**config.mk**
```make
export PLATFORM = sky130hd
export DESIGN_NAME = decoder_n_sweep_flat
export DESIGN_NICKNAME = d
export VERILOG_FILES = /design/src/rtl/decoder_n_sweep_pkg.sv /design/src/rtl/decoder_n_sweep_if.sv /design/src/rtl/decoder_n_sweep_onehot.sv /design/src/rtl/decoder_n_sweep.sv /design/src/flat_wrapper.sv
export SDC_FILE = /design/constraint.sdc
export NUM_CORES = 1
export LEC_CHECK = 0
export CORE_MARGIN = 10
export CORE_UTILIZATION = 44
export CTS_CLUSTER_DIAMETER = 60
export DETAILED_ROUTE_END_ITERATION = 8
export GPL_TIMING_DRIVEN = 0
export PLACE_DENSITY = 0.87
export SLEW_MARGIN = 40
export SYNTH_ARGS = -nofsm -noshare
export SYNTH_HDL_FRONTEND = slang
export SYNTH_SLANG_ARGS = --single-unit
export TNS_END_PERCENT = 10
```
**constraint.sdc**
```tcl
create_clock -name clk -period 1.9 [get_ports clk]
set_clock_uncertainty 0.05 [all_clocks]
set_input_delay 0.38 -clock clk [delete_from_list [all_inputs] [get_ports clk]]
set_output_delay 0.38 -clock clk [all_outputs]
set_load 0.02 [all_outputs]
```
**src/rtl/decoder_n_sweep_pkg.sv**
```systemverilog
// Shared types and limits for the one-hot decoder with automatic sweep.
package decoder_pkg;

  localparam int MAX_N = 6;

  typedef enum logic [1:0] {
    IDLE,
    SWEEP,
    DONE
  } state_t;

endpackage

```
**src/rtl/decoder_n_sweep_if.sv**
```systemverilog
// Request/response bundle of the sweep decoder; the decoder sits on the slave side.
interface decoder_n_sweep_if #(
  parameter int N = 3
) ();

  logic             enable;
  logic [N-1:0]     addr;
  logic             sweep_start;
  logic [2**N-1:0]  y;
  logic             busy;
  logic             done;

  modport master (
    output enable, addr, sweep_start,
    input  y, busy, done
  );

  modport slave (
    input  enable, addr, sweep_start,
    output y, busy, done
  );

endinterface

```
**src/rtl/decoder_n_sweep_onehot.sv**
```systemverilog
// Combinational N-to-2**N one-hot decoder; all-zero when en is low.
module decoder_onehot #(
  parameter int N = 3
) (
  input  logic [N-1:0]    sel,
  input  logic            en,
  output logic [2**N-1:0] onehot
);

  always_comb begin
    onehot = '0;
    if (en) onehot[sel] = 1'b1;
  end

endmodule

```
**src/rtl/decoder_n_sweep.sv**
```systemverilog
// Registered one-hot decoder that can also step its output through every index once.
module decoder_n_sweep
  import decoder_pkg::*;
#(
  parameter int N = 3
) (
  input  logic              clk,
  input  logic              reset,
  decoder_n_sweep_if.slave  bus
);

  localparam int W = 2**N;
  localparam logic [N-1:0] LAST = {N{1'b1}};

  state_t         state_q, state_d;
  logic [N-1:0]   cnt_q, cnt_d;
  logic [N-1:0]   sel;
  logic           en;
  logic [W-1:0]   oh;
  logic [W-1:0]   y_q;

  // cnt_q always holds the index currently shown on y while sweeping
  always_comb begin
    state_d = state_q;
    cnt_d   = cnt_q;
    sel     = bus.addr;
    en      = 1'b0;
    unique case (state_q)
      IDLE: begin
        if (bus.sweep_start) begin
          state_d = SWEEP;
          cnt_d   = '0;
          sel     = '0;
          en      = 1'b1;
        end else begin
          en = bus.enable;
        end
      end
      SWEEP: begin
        if (cnt_q == LAST) begin
          state_d = DONE;
          cnt_d   = '0;
        end else begin
          cnt_d = cnt_q + N'(1);
          sel   = cnt_q + N'(1);
          en    = 1'b1;
        end
      end
      DONE: begin
        state_d = IDLE;
      end
      default: begin
        state_d = IDLE;
        cnt_d   = '0;
      end
    endcase
  end

  decoder_onehot #(.N(N)) u_onehot (
    .sel    (sel),
    .en     (en),
    .onehot (oh)
  );

  // ---- output register stage ----
  always_ff @(posedge clk) begin
    if (reset) begin
      state_q <= IDLE;
      cnt_q   <= '0;
      y_q     <= '0;
    end else begin
      state_q <= state_d;
      cnt_q   <= cnt_d;
      y_q     <= oh;
    end
  end

  assign bus.y    = y_q;
  assign bus.busy = (state_q == SWEEP);
  assign bus.done = (state_q == DONE);

endmodule

```
**src/flat_wrapper.sv**
```systemverilog
// flat-port wrapper written by rule: the top's interface ports become plain ports
module decoder_n_sweep_flat import decoder_pkg::*;
#(
  parameter int N = 3
)
  (clk, reset, bus_enable, bus_addr, bus_sweep_start, bus_y, bus_busy, bus_done);
  decoder_n_sweep_if #(.N(N)) bus_i ();
  input  logic clk;
  input  logic reset;
  input wire logic [$bits(bus_i.enable)-1:0] bus_enable;
  input wire logic [$bits(bus_i.addr)-1:0] bus_addr;
  input wire logic [$bits(bus_i.sweep_start)-1:0] bus_sweep_start;
  output wire logic [$bits(bus_i.y)-1:0] bus_y;
  output wire logic [$bits(bus_i.busy)-1:0] bus_busy;
  output wire logic [$bits(bus_i.done)-1:0] bus_done;
  assign bus_i.enable = bus_enable;
  assign bus_i.addr = bus_addr;
  assign bus_i.sweep_start = bus_sweep_start;
  assign bus_y = bus_i.y;
  assign bus_busy = bus_i.busy;
  assign bus_done = bus_i.done;
  decoder_n_sweep #(.N(N)) u_core (.clk(clk), .reset(reset), .bus(bus_i));
endmodule
```
* Word level (Yosys, flattened, before mapping)
Cells that the tools add are included.
W data, S select, Z words.
** Cells by class
- Multiplexer cells :: 14
- Bitwise operators :: 2
- Eq/ne operators :: 5
- Reduce and logical (&&, ||, !) cells :: 5
- Add/sub/neg operators :: 1
- Order comparisons :: 2
** Operators with widths (number)
- $mux W3 :: 4
- $pmux W3 S3 :: 1
- $pmux W3 S2 :: 1
- $lt A3 B4 Y1 const B :: 1
- $mux W2 :: 2
- $pmux W2 S2 :: 1
- $reduce_and A2 Y1 :: 2
- $add A3 B1 Y3 const B :: 1
- $demux W1 S3 :: 1
- $eq A3 B3 Y1 const B :: 1
- $ge A3 B1 Y1 const B :: 1
- $mux W1 :: 3
- $eq A2 B1 Y1 const B :: 1
- $eq A2 B2 Y1 const B :: 1
- $logic_not A2 Y1 :: 1
- $ne A2 B1 Y1 const B :: 1
- $ne A2 B2 Y1 const B :: 1
- $not A1 Y1 :: 2
- $pmux W1 S2 :: 1
- $reduce_or A2 Y1 :: 1
- $logic_and A1 B1 Y1 :: 1
** Word-level totals
- Input bits :: 7
- Register bits after elaboration :: 13
- Word-level logic and storage cells :: 32
- Output and inout bits :: 10

* Longest topological paths before layout
Gate-level depths: netlist of the first run.
- Depth in word-level cells :: 7
- Gate-level depth with buffers :: 5
- Gate-level depth less buffers :: 5

* Hierarchy
Synthesis of the first run repeated with hierarchy kept, for this count alone.
** Unflattened totals
- Cell total of the unflattened synthesis :: 61
- Area total of the unflattened synthesis :: 624.3 µm²
** Modules (own cells, without submodules)
- decoder_n_sweep :: times used 1, cells each 53, area an instance 529.3 µm²
- decoder_onehot :: times used 1, cells each 8, area an instance 95.1 µm²

* Worst setup path before layout of the first run
Ideal clock, no wire load.
- Path kind :: reg-to-reg
- From :: register u_core.cnt_q[0]
- To :: register u_core.y_q[4], in the netlist u_core.bus.y[4]
- Arrival :: 1.414 ns
- Path slack :: 0.294 ns
- Cell stages (with the launch flop) :: 6
- Period minus slack after synthesis :: 1.606 ns
- Buffers on the path :: 0
- Data required time :: 1.708 ns
- Path through :: dfxtp_1 > ha_1 > ha_1 > and2_1 > a221oi_1 > nor4_1
** Between the ends
- Longest elaborated chain between the ends :: 7
- Elaborated cells on any way between the ends :: 13
- Classes of those cells :: add/sub: 1; order compare: 2; eq/ne: 1; mux: 6; bitwise: 1; reduce/logical: 2
** Ends and longest elaborated chain
- start: declaration :: line decoder_n_sweep.sv:16 : logic [N-1:0] cnt_q, cnt_d;
- start signal: assignment :: line decoder_n_sweep.sv:73 : cnt_q <= cnt_d;
- $add A3 B1 Y3 / $eq A3 B3 Y1 (equally long branches) :: line decoder_n_sweep.sv:45, decoder_n_sweep.sv:40
- $mux W3 :: line decoder_n_sweep.sv:40 : if (cnt_q == LAST) begin
- $pmux W3 S2 :: line decoder_n_sweep.sv:28 : unique case (state_q)
- $lt A3 B4 Y1 (implied by the code) / $ge A3 B1 Y1 (equally long branches) :: line decoder_n_sweep_onehot.sv:12 : if (en) onehot[sel] = 1'b1;
- $logic_and A1 B1 Y1 (implied by the code) :: line decoder_n_sweep_onehot.sv:12
- $mux W1 (implied by the code) :: line decoder_n_sweep_onehot.sv:12
- $demux W1 S3 :: line decoder_n_sweep_onehot.sv:12
- end signal: assignment :: line decoder_n_sweep.sv:74 : y_q <= oh;
- end: declaration :: line decoder_n_sweep.sv:20 : logic [W-1:0] y_q;
Several ways; a longest one is shown, not always the timed one.
A chain may end at the register's enable or synchronous reset.

* Worst setup path in the final report of the first run
- From :: register u_core.state_q[0]
- To :: output port bus_busy
** Between the ends
- Longest elaborated chain between the ends :: 1
** Ends and longest elaborated chain
- start: declaration :: line decoder_n_sweep.sv:15 : state_t state_q, state_d;
- start signal: assignment :: line decoder_n_sweep.sv:72 : state_q <= state_d;
- $eq A2 B1 Y1 :: line decoder_n_sweep.sv:79 : assign bus.busy = (state_q == SWEEP);
- end: declaration :: line flat_wrapper.sv:14 : output wire logic [$bits(bus_i.busy)-1:0] bus_busy;
No other way between the ends.

==> reports/metrics.cfg, run 1 <==
[run_status]
status = complete, no violations

[setup_path]
cpMaxStageDelayCell = dfxtp_1
cp_max_fo = 10
crit_chain = buf_6 -> nor2b_1 -> dlygate4sd2_1
cp-end-kind = output port
critPathMaxStageDelay_ns = 0.42
cp.required_ns = 1.47
r2r_setup_slack_ns = 0.17
worstSetupPathType = reg2out
start_kind = flop
cp_data_arrival_time_ns = 1.39

[detailed_routing]
ant_nets = 0
wirelength_mm = 1.34
vias_per_cell = 5.88
drc_errors = 0
vias = 529
dr.pass1.iters = 4
drt_iter0_drc = 12
wire_per_inst_um = 14.9

[logic_synthesis]
ys_top_cells_by_count = dfxtp_1 (13), nor4_1 (9), nor2_1 (4), a211oi_1 (3), and3_1 (3)
synth.area.top_cells = dfxtp_1 (45%), nor4_1 (9.6%), ha_1 (4.3%), a211oi_1 (3.9%), buf_6 (3.9%)
yosysTopAreaCellShare_pct = 44.5
synth-seq-cells = 13
synth_fp_nets = 64
ys.flop_type = dfxtp_1
synth_most_common_cell = dfxtp_1
yosysTopAreaCell = dfxtp_1
synth-seq-area-share_pct = 44.5
yosysWarnings = 0
synthArstFlopShare_pct = 0
synth_enable_flop_cells = 0
synth.distinct_cells = 22
syn-cell-area_um2 = 584
syn-instance-count = 55
syn_avg_cell_area_um2 = 10.6

[placed_design]
place_inst = 86
post-place-ws_ns = -0.00391
placed_area_um2 = 763
dp_hpwl_mm = 1.02
portBuffers = 16
gp_congestion = 0.738

[clocking]
numCtsBuffers = 3
cts.sinks = 13
cts_root_buf = clkbuf_4
cts_tree = yes
clkTransAtPathRegs_ns = 0.08
cts_max_level = 1
clockBufferDepth = 2
insertion_delay_ns = 0.28

[layout]
fillers = 120
drive_above_1_share_pct = 17.3
final_area_um2 = 817
antennaDiodeCount = 0
area_growth_pct = 39.8
layoutNonFillerInstCount = 90
num-nets-final = 85

[die]
die_h_um = 56.4
io_pins = 17
die_area_um2 = 3190
die_w_um = 56.4
rows = 13
initial_core_util_pct = 46.1
coreArea_um2 = 1270

[global_routing]
grt_util_met3_pct = 3.37
global_route.usage.met1_pct = 7.75
grt_pass1_vias = 501
grt_pass1_wl_mm = 2.10
track_usage_pct = 7.76
antenna_found_initial = 0
grt_max_degree = 11
top_usage_layer = met2
grt-ovfl-total = 0
use_met2_pct = 13.2

[sta]
final_max_slew_viol_count = 0
hold_violations = 0
setup_slack_ns = 0.0769
whs_ns = 0.481
period_needed_ns = 1.82
finalSetupViolCount = 0
slew_headroom_pct = 60.6
layout_worst_path_cycle_share_pct = 96.0
clock.fmax_mhz = 549
tightest_slew_ns = 0.588

[worst_hold_path]
hold_path_class = reg2reg

[pwr]
p_per_area_nw_per_um2 = 682
p_leak_nw = 0.327
ir_worst_vdd_mv = 0.364
p_total_mw = 0.557

[run]
drv_cap = 0

[registers in the layout, summed over array words and instances, names as in the netlist]
signal          cells
u_core.bus.y        8
u_core.cnt_q        3
u_core.state_q      2
[placed cells by master (no fill, tap or decap), types with 2 or more instances in the layout]
cell type / count
a31oi_1: 2
clkbuf_4: 3
inv_1: 2
dlygate4sd2_1: 2
and3_1: 3
a211oi_1: 2
dfxtp_1: 12
nor4_1: 8
a211o_1: 2
buf_6: 2
clkdlybuf4s50_1: 14
nor2_1: 4
nor2b_1: 2
[report_power, final]
part | total [mW] | internal (mW) | switching, mW
sequential | 0.288 | 0.282 | 0.00583
combinational | 0.0989 | 0.0468 | 0.0521
clock | 0.171 | 0.0814 | 0.0892
total | 0.557 | 0.410 | 0.147
[layer usage]
layer / part of all wire (%) / up-vias
met1: 39 / 249
met3: 7.6 / 4
li1: - / 260
met5: 0 / -
met4: 1.6 / 0
met2: 52 / 16
[final cells by class]
cell class,instances,area [um^2],share of cell area [%]
inverters,2,7.51,0.919
repair buffers,16,158,19.3
plain buffers,2,22.5,2.76
well taps,15,18.8,2.30
multi-input cells,38,323,39.5
flip-flops and latches,13,262,32.0
clock buffers,4,26.3,3.22
[worst max-delay path, delay by kind of cell, from the launching register on]
family | cells | cell delay [ns]
buffers and inverters | 2 | 0.52
DFF | 1 | 0.42
and+or+nand+nor | 1 | 0.18
[kinds of logic (layout without fill, tap and decap cells)]
family                   after synthesis  in the layout  synth area share (%)
adder cells (fa/ha/maj)                2              2                  4.28
buffers and inverters                  4             24                  5.14
AND/OR/NAND/NOR                       23             23                  25.3
multiplexers                           1              1                  1.71
AO/OA/AOI/OAI                         12             12                  19.1
flip-flops                            13             13                  44.5
[repair_timing]
item,in CTS,in global routing
cloned,0,0
setup buffers,0,0
hold buffers,0,0
resized for setup,2,6
setup endpoints to repair,2,6
[per-stage QoR]
step                util, %  TNS (ns)
finish                 64.4         0
detailed placement     60.2  -0.00432
global placement       60.2         0
global route           64.4   -0.0152
CTS                    62.0         0
floorplan                 -         0
[final timing paths]
kind                           from         endpoint  cells after the start
setup / recovery  u_core.state_q[0]         bus_busy                      3
hold / removal      u_core.cnt_q[1]  u_core.cnt_q[1]                      2
setup reg to reg    u_core.cnt_q[0]  u_core.bus.y[5]                      5
hold reg to reg     u_core.cnt_q[1]  u_core.cnt_q[1]                      2
No activity file was read; power rests on OpenSTA's default activity.
==> inputs of run 2 (changes only) <==
- PLACE_DENSITY: 0.87 -> 0.75
==> reports/metrics.cfg, run 2 (synthesized netlist as in run 1, its figures left out) <==
[pwr]
p_leak_nw = 0.326  ; -0.26%
p_per_area_nw_per_um2 = 676  ; -0.83%
p_total_mw = 0.553  ; -0.83%
ir_worst_vdd_mv = 0.574  ; +58%

[run_status]
status = complete, no violations

[detailed_routing]
drc_errors = 0  ; unchanged
wirelength_mm = 1.27  ; -5.2%
ant_nets = 0  ; unchanged
vias_per_cell = 5.64  ; -4.0%
wire_per_inst_um = 14.1  ; -5.2%
dr.pass1.iters = 4  ; unchanged
vias = 508  ; -4.0%
drt_iter0_drc = 8  ; -4

[global_routing]
track_usage_pct = 8.66  ; +0.90 points
grt_pass1_wl_mm = 2.32  ; +11%
grt-ovfl-total = 0  ; unchanged
antenna_found_initial = 0  ; unchanged
grt_pass1_vias = 544  ; +8.6%
grt_max_degree = 11  ; unchanged

[clocking]
insertion_delay_ns = 0.27  ; about the same
clkTransAtPathRegs_ns = 0.08  ; about the same
cts_max_level = 1  ; unchanged
cts_tree = yes
cts_root_buf = clkbuf_4
numCtsBuffers = 3  ; unchanged
ctsHoldBuffers = 0  ; unchanged
clockBufferDepth = 2  ; unchanged
cts.sinks = 13  ; unchanged

[sta]
hold_violations = 0  ; unchanged
slew_headroom_pct = 68.6  ; +8.1 points
tightest_slew_ns = 0.468  ; -0.120 ns
finalSetupViolCount = 0  ; unchanged
layout_worst_path_cycle_share_pct = 95.5  ; -0.45 points
final_max_slew_viol_count = 0  ; unchanged
whs_ns = 0.499  ; +0.0180 ns
period_needed_ns = 1.81  ; -0.00860 ns
rsz0062_at_grt = no
clock.fmax_mhz = 551  ; +0.47%
tns_ns = 0  ; unchanged

[layout]
drive_above_1_share_pct = 17.3  ; unchanged
largest_reg_flops = 8  ; unchanged
final_common_cell = clkdlybuf4s50_1
final_area_um2 = 817  ; unchanged
antennaDiodeCount = 0  ; unchanged
num-nets-final = 85  ; unchanged
area_growth_pct = 39.8  ; unchanged
layout_common_cells = clkdlybuf4s50_1 (14), dfxtp_1 (13), nor4_1 (8), nor2_1 (4)

[die]
rows = 13  ; unchanged
die_w_um = 56.4  ; unchanged
coreArea_um2 = 1270  ; unchanged
io_pins = 17  ; unchanged
die_h_um = 56.4  ; unchanged
initial_core_util_pct = 46.1  ; unchanged
die_area_um2 = 3190  ; unchanged

[placed_design]
gp_congestion = 0.786  ; +6.6%
dp_hpwl_mm = 1.01  ; -1.7%
placed_area_um2 = 763  ; unchanged
portBuffers = 16  ; unchanged

[setup_path]
cp.required_ns = 1.47  ; about the same
cpMaxStageDelayCell = dfxtp_1
critPathMaxStageDelay_ns = 0.41  ; about the same
cp-end-kind = output port
start_kind = flop
crit_chain = buf_6 -> nor2b_1 -> dlygate4sd2_1
rr_worst_depth = 5  ; unchanged
worstSetupPathType = reg2out
cp_data_arrival_time_ns = 1.38  ; about the same
cp_max_fo = 10  ; unchanged

[run]
drv_cap = 0  ; unchanged

[worst_hold_path]
hold_depth = 2  ; unchanged
hold_path_class = reg2reg

==> run 2: through the flow <==
stage,instances,worst slack [ns],utilization (%)
finish,90,0.0855,64.4
global route,90,0.00524,64.4
CTS,90,0.0790,62.1
detailed placement,86,0.0157,60.2
global placement,86,0.0107,60.2
floorplan,55,0.294,-
==> run 2: path summary, 6_finish.rpt <==
kind         slack [ns]         endpoint               from
max                0.09         bus_busy  u_core.state_q[0]
min                0.50  u_core.cnt_q[2]    u_core.cnt_q[2]
max reg2reg        0.14  u_core.bus.y[5]    u_core.cnt_q[0]
min reg2reg        0.50  u_core.cnt_q[2]    u_core.cnt_q[2]
==> run 2: worst max-delay path: cells and delay by family, from the launching register on <==
kind	cells	cell delay, ns
buffers and inverters	2	0.53
AND/OR/NAND/NOR	1	0.18
flip-flops	1	0.41
==> run 2: what timing repair did <==
action | 4_1_cts | 5_1_grt
endpoints found under the setup margin | 2 | 8
resized for setup | 2 | 5
setup buffers | 0 | 0
hold endpoints to repair | 0 | 0
==> run 2: area by class of cell <==
| class | count | area [um^2] |
|---|---|---|
| buffer | 2 | 22.5 |
| multi-input combinational | 38 | 323 |
| clock buffer | 3 | 22.5 |
| sequential | 13 | 260 |
| inverter | 2 | 7.51 |
| tap | 15 | 18.8 |
| fill | 109 | 452 |
| clock inverter | 1 | 5.00 |
| timing repair buffer | 16 | 158 |
==> run 2: layer usage <==
| layer | part of all wire, % | GRT usage (%) | vias to the layer above |
|---|---|---|---|
| li1 | - | - | 260 |
| met1 | 45 | 9.39 | 233 |
| met2 | 46 | 14.3 | 11 |
| met3 | 6.9 | 3.37 | 4 |
| met4 | 1.6 | 4.12 | 0 |
| met5 | 0 | 0 | - |
==> run 2: where the power goes <==
| part | internal, mW | switching [mW] | total, mW |
|---|---|---|---|
| Combinational | 0.0454 | 0.0517 | 0.0972 |
| Sequential | 0.282 | 0.00529 | 0.287 |
| Clock | 0.0779 | 0.0906 | 0.169 |
| Total | 0.405 | 0.148 | 0.553 |
